## src/rtl/int_to_float_if.sv

```systemverilog
// int_to_float_if: operand/result bus with exec/done strobe handshake.
//   a_value_i     : signed 32-bit integer operand
//   exec_strobe_i : start strobe, honoured only when the converter is idle
//   z_value_o     : IEEE-754 single-precision result
//   done_strobe_o : one-cycle pulse, result valid on z_value_o
// master = sequencer side, slave = converter side.
interface int_to_float_if;
  logic [31:0] a_value_i;
  logic        exec_strobe_i;
  logic [31:0] z_value_o;
  logic        done_strobe_o;

  modport master (
    output a_value_i,
    output exec_strobe_i,
    input  z_value_o,
    input  done_strobe_o
  );

  modport slave (
    input  a_value_i,
    input  exec_strobe_i,
    output z_value_o,
    output done_strobe_o
  );
endinterface

```

## src/rtl/int_to_float.sv

```systemverilog
// int_to_float: multi-cycle signed int32 -> IEEE-754 single converter,
// round-to-nearest-even. Feeds the FPU multiplier operands.
// Ports:
//   clk     : system clock, rising edge
//   reset_i : synchronous active-high reset
//   bus     : int_to_float_if.slave (a_value_i, exec_strobe_i, z_value_o, done_strobe_o)
// Build option:
//   ITOF_FAST_NORMALISE_EN : single-cycle normalise through a leading-zero
//                            count instead of one shift per cycle.
module int_to_float (
  input  logic           clk,
  input  logic           reset_i,
  int_to_float_if.slave  bus
);

  typedef enum logic [2:0] {
    IDLE,
    CONVERT,
    NORMALISE,
    ROUND,
    PACK,
    DONE
  } state_t;

  localparam int unsigned W_DATA = 32;
  localparam int unsigned W_EXP  = 8;
  localparam int unsigned W_FRAC = 23;

  state_t              r_state, w_state_nxt;
  logic [W_DATA-1:0]   r_op, w_op_nxt;
  logic                r_z_s, w_z_s_nxt;
  logic [W_DATA-1:0]   r_z_m, w_z_m_nxt;
  logic [W_EXP-1:0]    r_z_e, w_z_e_nxt;
  logic [W_FRAC-1:0]   r_frac, w_frac_nxt;
  logic [W_DATA-1:0]   r_z_value, w_z_value_nxt;
  logic                r_done, w_done_nxt;

  logic [W_DATA-1:0]   w_abs;
  logic                w_guard;
  logic                w_round;
  logic                w_sticky;
  logic                w_round_up;
  logic [W_FRAC:0]     w_frac_inc;

  // |operand|; 0x80000000 maps to itself and is read as unsigned
  assign w_abs = r_op[W_DATA-1] ? W_DATA'(32'd0 - r_op) : r_op;

  // Leading one sits in z_m[31]; the stored fraction is z_m[30:8]
  assign w_guard    = r_z_m[7];
  assign w_round    = r_z_m[6];
  assign w_sticky   = |r_z_m[5:0];
  assign w_round_up = w_guard & (w_round | w_sticky | r_z_m[8]);
  // Carry out of the fraction means the 24-bit mantissa was all ones
  assign w_frac_inc = {1'b0, r_z_m[30:8]} + 24'd1;

`ifdef ITOF_FAST_NORMALISE_EN
  logic [4:0] w_lz;

  // Leading-zero count of z_m (z_m is nonzero whenever it is used)
  always_comb begin
    w_lz = 5'd0;
    for (int i = 0; i < 32; i++) begin
      if (r_z_m[i]) w_lz = 5'(31 - i);
    end
  end
`endif

  // State and datapath registers
  always_ff @(posedge clk) begin
    if (reset_i) begin
      r_state   <= IDLE;
      r_op      <= '0;
      r_z_s     <= 1'b0;
      r_z_m     <= '0;
      r_z_e     <= '0;
      r_frac    <= '0;
      r_z_value <= '0;
      r_done    <= 1'b0;
    end else begin
      r_state   <= w_state_nxt;
      r_op      <= w_op_nxt;
      r_z_s     <= w_z_s_nxt;
      r_z_m     <= w_z_m_nxt;
      r_z_e     <= w_z_e_nxt;
      r_frac    <= w_frac_nxt;
      r_z_value <= w_z_value_nxt;
      r_done    <= w_done_nxt;
    end
  end

  // Next-state and datapath update
  always_comb begin
    w_state_nxt   = r_state;
    w_op_nxt      = r_op;
    w_z_s_nxt     = r_z_s;
    w_z_m_nxt     = r_z_m;
    w_z_e_nxt     = r_z_e;
    w_frac_nxt    = r_frac;
    w_z_value_nxt = r_z_value;
    w_done_nxt    = 1'b0;

    case (r_state)
      IDLE: begin
        if (bus.exec_strobe_i) begin
          w_op_nxt    = bus.a_value_i;
          w_state_nxt = CONVERT;
        end
      end

      CONVERT: begin
        if (r_op == '0) begin
          w_z_value_nxt = '0;
          w_state_nxt   = DONE;
        end else begin
          w_z_s_nxt   = r_op[W_DATA-1];
          w_z_m_nxt   = w_abs;
          w_z_e_nxt   = 8'd31;
          w_state_nxt = NORMALISE;
        end
      end

      NORMALISE: begin
`ifdef ITOF_FAST_NORMALISE_EN
        w_z_m_nxt   = r_z_m << w_lz;
        w_z_e_nxt   = 8'd31 - W_EXP'(w_lz);
        w_state_nxt = ROUND;
`else
        if (!r_z_m[W_DATA-1]) begin
          w_z_m_nxt = r_z_m << 1;
          w_z_e_nxt = r_z_e - 8'd1;
        end else begin
          w_state_nxt = ROUND;
        end
`endif
      end

      ROUND: begin
        if (w_round_up) begin
          w_frac_nxt = w_frac_inc[W_FRAC-1:0];
          // Mantissa wrapped to 1.0: bump the exponent
          if (w_frac_inc[W_FRAC]) w_z_e_nxt = r_z_e + 8'd1;
        end else begin
          w_frac_nxt = r_z_m[30:8];
        end
        w_state_nxt = PACK;
      end

      PACK: begin
        w_z_value_nxt = {r_z_s, W_EXP'(r_z_e + 8'd127), r_frac};
        w_state_nxt   = DONE;
      end

      DONE: begin
        w_done_nxt  = 1'b1;
        w_state_nxt = IDLE;
      end

      default: begin
        w_state_nxt = IDLE;
      end
    endcase
  end

  assign bus.z_value_o     = r_z_value;
  assign bus.done_strobe_o = r_done;

endmodule

```

## src/flat_wrapper.sv

```systemverilog
// flat-port wrapper written by rule: the top's interface ports become plain ports
module int_to_float_flat 
  (clk, reset_i, bus_a_value_i, bus_exec_strobe_i, bus_z_value_o, bus_done_strobe_o);
  int_to_float_if bus_i ();
  input  logic clk;
  input  logic reset_i;
  input wire logic [$bits(bus_i.a_value_i)-1:0] bus_a_value_i;
  input wire logic [$bits(bus_i.exec_strobe_i)-1:0] bus_exec_strobe_i;
  output wire logic [$bits(bus_i.z_value_o)-1:0] bus_z_value_o;
  output wire logic [$bits(bus_i.done_strobe_o)-1:0] bus_done_strobe_o;
  assign bus_i.a_value_i = bus_a_value_i;
  assign bus_i.exec_strobe_i = bus_exec_strobe_i;
  assign bus_z_value_o = bus_i.z_value_o;
  assign bus_done_strobe_o = bus_i.done_strobe_o;
  int_to_float u_core (.clk(clk), .reset_i(reset_i), .bus(bus_i));
endmodule
```

## config.mk

```make
export PLATFORM = sky130hd
export DESIGN_NAME = int_to_float_flat
export DESIGN_NICKNAME = d
export VERILOG_FILES = /design/src/rtl/int_to_float_if.sv /design/src/rtl/int_to_float.sv /design/src/flat_wrapper.sv
export SDC_FILE = /design/constraint.sdc
export NUM_CORES = 1
export LEC_CHECK = 0
export BUFFER_PORTS_ARGS = -buffer_cell sky130_fd_sc_hd__buf_2
export CAP_MARGIN = 20
export CORE_MARGIN = 1.5
export CORE_UTILIZATION = 50
export CTS_CLUSTER_DIAMETER = 120
export CTS_CLUSTER_SIZE = 28
export DETAILED_ROUTE_END_ITERATION = 10
export MAX_ROUTING_LAYER = met4
export PLACE_DENSITY = 0.7
export REMOVE_ABC_BUFFERS = 1
export SETUP_SLACK_MARGIN = 0.2
export SYNTH_ARGS = -nofsm -noshare
export SYNTH_HDL_FRONTEND = slang
export SYNTH_SLANG_ARGS = --single-unit
export TNS_END_PERCENT = 100
```

## constraint.sdc

```tcl
create_clock -name clk -period 7.08 [get_ports clk]
set_clock_uncertainty 0.1 [all_clocks]
set_input_delay 1.062 -clock clk [delete_from_list [all_inputs] [get_ports clk]]
set_output_delay 1.062 -clock clk [all_outputs]
set_load 0.02 [all_outputs]
```

## Yosys cells after proc, flatten, opt, wreduce, memory -nomap -nowiden

Index checks and enable logic that the tools add are counted.

- Register bits after elaboration: 132
- Bits in latches: 0
- RAM bits: 0
- Memory bits (read-only): 0
- Input port bits: 35
- Output and inout bits: 33
- Logic and storage cells: 60
- Memories: 0

- Add/sub/neg operators: 5
- Multipliers: 0
- Div/mod/pow operators: 0
- Magnitude comparators: 0
- Equal/unequal tests: 12
- Shift operators: 0
- Mux-type cells: 17
- Bitwise gates (word level): 4
- Reductions and logical operators: 13

Operators by type and width:

| cell | count |
|---|---|
| $mux 32 | 4 |
| $pmux 32 s2 | 2 |
| $logic_not 32->1 | 1 |
| $mux 8 | 4 |
| $sub 1x32->32 const A | 1 |
| $add 23x1->24 const B | 1 |
| $pmux 8 s3 | 1 |
| $mux 23 | 1 |
| $pmux 3 s5 | 1 |
| $reduce_and 2->1 | 5 |
| $mux 3 | 3 |
| $add 8x1->8 const B | 1 |
| $add 8x7->8 const B | 1 |
| $ne 2x1->1 const B | 4 |
| $sub 8x1->8 const B | 1 |
| $eq 3x2->1 const B | 2 |
| $eq 3x3->1 const B | 2 |
| $ne 2x2->1 const B | 3 |
| $reduce_or 6->1 | 1 |
| $reduce_and 5->1 | 1 |
| $reduce_bool 2->1 | 2 |
| $eq 3x1->1 const B | 1 |
| $logic_not 3->1 | 1 |
| $reduce_and 3->1 | 1 |
| 5 further kinds | 6 |

## Logic depth before layout (Yosys ltp)

- Depth after elaboration: 6
- Gate-level depth with buffers: 12
- Depth with buffers taken out: 10

## Worst setup path after synthesis

Ideal clock, no wire load.

- Path type: reg-to-reg
- Start: register u_core.r_state[1]
- End: register u_core.r_z_e[7]
- Setup time: 0.074 ns
- Data arrival time: 2.867 ns
- Path slack: 4.038 ns
- Stages on the path, launching flop included: 13
- Path buffers: 2
- Clock period less this slack: 3.042 ns
- Cells stage by stage: dfxtp_1 clkinv_1 nor2_1 clkbuf_1 clkbuf_1 inv_1 ha_1 a21oi_1 o211ai_1 o41ai_1 xnor2_1 or3_1 a31oi_1

- Word-level cells in the longest chain between the ends: 3

RTL lines:

| element | RTL line | RTL |
|---|---|---|
| start, declared | int_to_float.sv:29 | `state_t r_state, w_state_nxt;` |
| start signal, assigned | int_to_float.sv:80 | `r_state <= w_state_nxt;` |
| $eq 3x2->1 or $eq 3x1->1 (tied branches) | int_to_float.sv:102 | `case (r_state)` |
| $ne 2x1->1 (no source line) (tied with other cells) | -- |  |
| $reduce_and 5->1 (no source line) | -- |  |
| end signal, assigned | int_to_float.sv:84 | `r_z_e <= w_z_e_nxt;` |
| end, declared | int_to_float.sv:33 | `logic [W_EXP-1:0] r_z_e, w_z_e_nxt;` |

Several ways; a longest one is shown, not always the timed one.
A chain may end at the register's enable or synchronous reset.

## Final worst setup path

Ends and elaborated chain as after synthesis.

==> metrics.cfg <==
[outcome]
status = finished, final reports clean

[routing]
wl_per_cell_um = 14.7
via_per_inst = 5.66
drt_iter0_drc = 445
wl_um = 14300
postRouteAntennaNets = 0
vias = 5501
drc = 0
drtPass1Iterations = 5

[floorplan]
io_pins = 68
die_x_um = 115
core-area_mm2 = 0.0121
die-area_mm2 = 0.0132
start_util_pct = 51.8
fp-row-count = 40
fp.dieH_um = 115

[placement]
gp_congestion = 0.916
hpwl_um = 9980
portBuffers = 67

[finish]
fillers = 1068
antenna_cells = 0
area_growth_pct = 17.1
nets = 836
drive_gt1_share_pct = 15.5

[setup_path]
cp-start-kind = register
cp_max_fo = 48
crit_arrival_ns = 3.74
crit_chain = clkinv_1, nor2_2, buf_4, inv_1, ha_1, a21oi_1, o211ai_1, o41ai_1, xnor2_1, or3_1, a31oi_1
critical_path_class = reg -> reg
crit_path_end_kind = register
required_ns = 7.33
cpMaxStageDelayCell = dfxtp_1
worst_r2r_startpoint = u_core.r_state[1]$_SDFFE_PP0P_
r2r_setup_slack_ns = 3.60
reg2reg_depth = 11
critPathMaxStageDelay_ns = 0.54
reg2reg_to = u_core.r_z_e[7]$_SDFFE_PP0P_

[clock_tree]
cts_setup_buffers = 0
insertion_delay_ns = 0.43
cts_resized = 0
postCtsHoldBufs = 0
cts_tree = done
cts_buffers = 17
cts-root-buf = clkbuf_16
h-tree-depth = 4
cts_buffer_depth = 2
clk_pin_slew_worst_paths_ns = 0.06
clock_sinks = 132

[sta]
worst_pin_slew_ns = 1.08
fin_crit_ns = 3.48
fin_crit_sh_pct = 49.2
slew_violations = 0
rsz0062_at_grt = no
tns_ns = 0
timing.final.hold_violations = 0
finalSetupViolCount = 0
fmax_mhz = 287
relSlewSlack_pct = 27.6

[synthesis]
synth.area.top_cells = dfxtp_1 (42%), nand2_1 (6.2%), xor2_1 (4.9%)
ys_seq_elements = 132
ys_seq_area_share_pct = 42.1
synth_top_area_share_pct = 42.1
avgSynthCellArea_um2 = 8.45
synthArstFlopShare_pct = 0
synth_cell_types = 56
synth_edf_count = 0
yosys_warnings = 0
synthesis.area_mm2 = 0.00628
synth_top_cell_by_area = dfxtp_1
synthCells = 743
synth_ff_type = dfxtp_1

[power_and_ir_drop]
powerDensity_mw_per_mm2 = 326
p_total_mw = 2.39
power.leakage_nw = 2.95
vdd_drop_max_uv = 185

[grt]
grt_pass1_vias = 4914
grt_pass1_wl_um = 23900
grt_overflow = 0
grt_usage_pct = 23.4
grt_max_degree = 55
antenna_found_initial = 0

[hold_path]
hold_end = u_core.bus.z_value_o[24]$_SDFFE_PP0P_
min_path_cells = 1
min_from = u_core.bus.z_value_o[24]$_SDFFE_PP0P_
hp-class = reg -> reg

[run]
cap_violations = 0

## final cells by class
| cell class | instances | area, µm² | area share [%] |
|---|---|---|---|
| Clock buffer | 19 | 453 | 6.16 |
| Sequential cell | 132 | 2640 | 36.0 |
| Multi-Input combinational cell | 545 | 3400 | 46.3 |
| Clock inverter | 13 | 158 | 2.15 |
| Tap cell | 168 | 210 | 2.86 |
| Timing Repair Buffer | 76 | 410 | 5.58 |
| Inverter | 19 | 71.3 | 0.970 |
## cell usage in the layout, fill, tap and decap left out, types with 7 or more instances in the layout
cell	n
nand2b_1	7
nand4_1	9
a22o_1	32
dfxtp_1	132
a211oi_1	30
nand2_1	103
clkbuf_16	17
o21ai_0	17
a21oi_1	57
xnor2_1	26
nand3_1	19
inv_1	18
nor2_1	68
o211ai_1	7
buf_4	8
buf_2	67
ha_1	9
nor3_1	10
o22ai_1	19
o211a_1	15
o31ai_1	11
xor2_1	35
## cell families after synthesis
kind of cell / share of synthesized area, %
AND/OR/NAND/NOR: 18.9
AO/OA/AOI/OAI: 24.0
flip-flops: 42.1
buffers and inverters: 4.15
XOR/XNOR: 8.51
adder cells (fa/ha/maj): 2.11
multiplexers: 0.159
## cell usage after synthesis, types with 2 or more instances
master and instances:
a211oi_1 30, a21oi_1 58, a22o_1 32, a22oi_1 2, a31oi_1 4, and3_1 6
buf_1 3, buf_2 4, clkbuf_1 39, dfxtp_1 132, ha_1 9, inv_1 18
nand2_1 103, nand2b_1 7, nand3_1 19, nand3b_1 3, nand4_1 9, nor2_1 69
nor2b_1 2, nor3_1 14, nor3b_1 2, nor4_1 6, o211a_1 15, o211ai_1 7
o21ai_0 17, o21bai_1 2, o22ai_1 19, o31ai_1 12, o41a_1 2, o41ai_1 6
or2_2 2, or3_1 5, or4_1 2, or4_4 2, xnor2_1 26, xor2_1 35
## power by group
group	switching (mW)	total (mW)	leakage, nW	internal, mW
logic	0.331	0.562	1.58	0.231
clock network	0.328	0.897	0.291	0.569
registers	0.112	0.935	1.07	0.823
total	0.771	2.39	2.95	1.62
## worst max path at each step
stage | cells past startpoint | slack, ns | start | end
floorplan | 10 | 2.66 | u_core.r_state[1]$_SDFFE_PP0P_ | u_core.r_z_e[7]$_SDFFE_PP0P_
global placement | 11 | 3.72 | u_core.r_state[1]$_SDFFE_PP0P_ | u_core.r_z_e[7]$_SDFFE_PP0P_
detailed placement | 11 | 3.60 | u_core.r_state[1]$_SDFFE_PP0P_ | u_core.r_z_e[7]$_SDFFE_PP0P_
CTS | 11 | 3.58 | u_core.r_state[1]$_SDFFE_PP0P_ | u_core.r_z_e[7]$_SDFFE_PP0P_
global route | 11 | 3.26 | u_core.r_state[1]$_SDFFE_PP0P_ | u_core.r_z_e[7]$_SDFFE_PP0P_
finish | 11 | 3.60 | u_core.r_state[1]$_SDFFE_PP0P_ | u_core.r_z_e[7]$_SDFFE_PP0P_
## per-stage QoR
stage          hold slack [ns]  cells  utilization (%)  setup slack (ns)  area (µm²)
2_1_floorplan            0.334    696                -              2.66        6090
3_3_place_gp             0.351    939             55.5              3.72        6720
3_5_place_dp             0.353    940             55.6              3.60        6740
4_1_cts                  0.369    972             60.7              3.58        7350
5_1_grt                  0.374    972             60.7              3.26        7350
6_report                 0.364    972             60.7              3.60        7350
## metal layers
metal,wire [µm],vias up,GRT usage [%]
met5,0,-,-
met4,281,0,10.7
met3,647,31,4.85
met2,6330,159,33.8
met1,7030,2546,31.3
li1,-,2765,-
## critical path, delay by kind of cell, from the launching register on
family / cells / cell delay [ns]
and+or+nand+nor: 2 / 0.49
buffers and inverters: 3 / 0.98
xor gates and xnor gates: 1 / 0.13
AOI/OAI and AO/OA: 4 / 0.84
adders and majority gates: 1 / 0.32
DFF: 1 / 0.54
## flip-flops by register name, summed over array words and instances, names as in the netlist
| name | count |
|---|---|
| u_core.r_z_e | 8 |
| u_core.bus.z_value_o | 32 |
| u_core.r_frac | 23 |
| u_core.bus.done_strobe_o | 1 |
| u_core.r_z_s | 1 |
| u_core.r_state | 3 |
| u_core.r_z_m | 32 |
| u_core.r_op | 32 |
(Power assumes the default switching activity.)
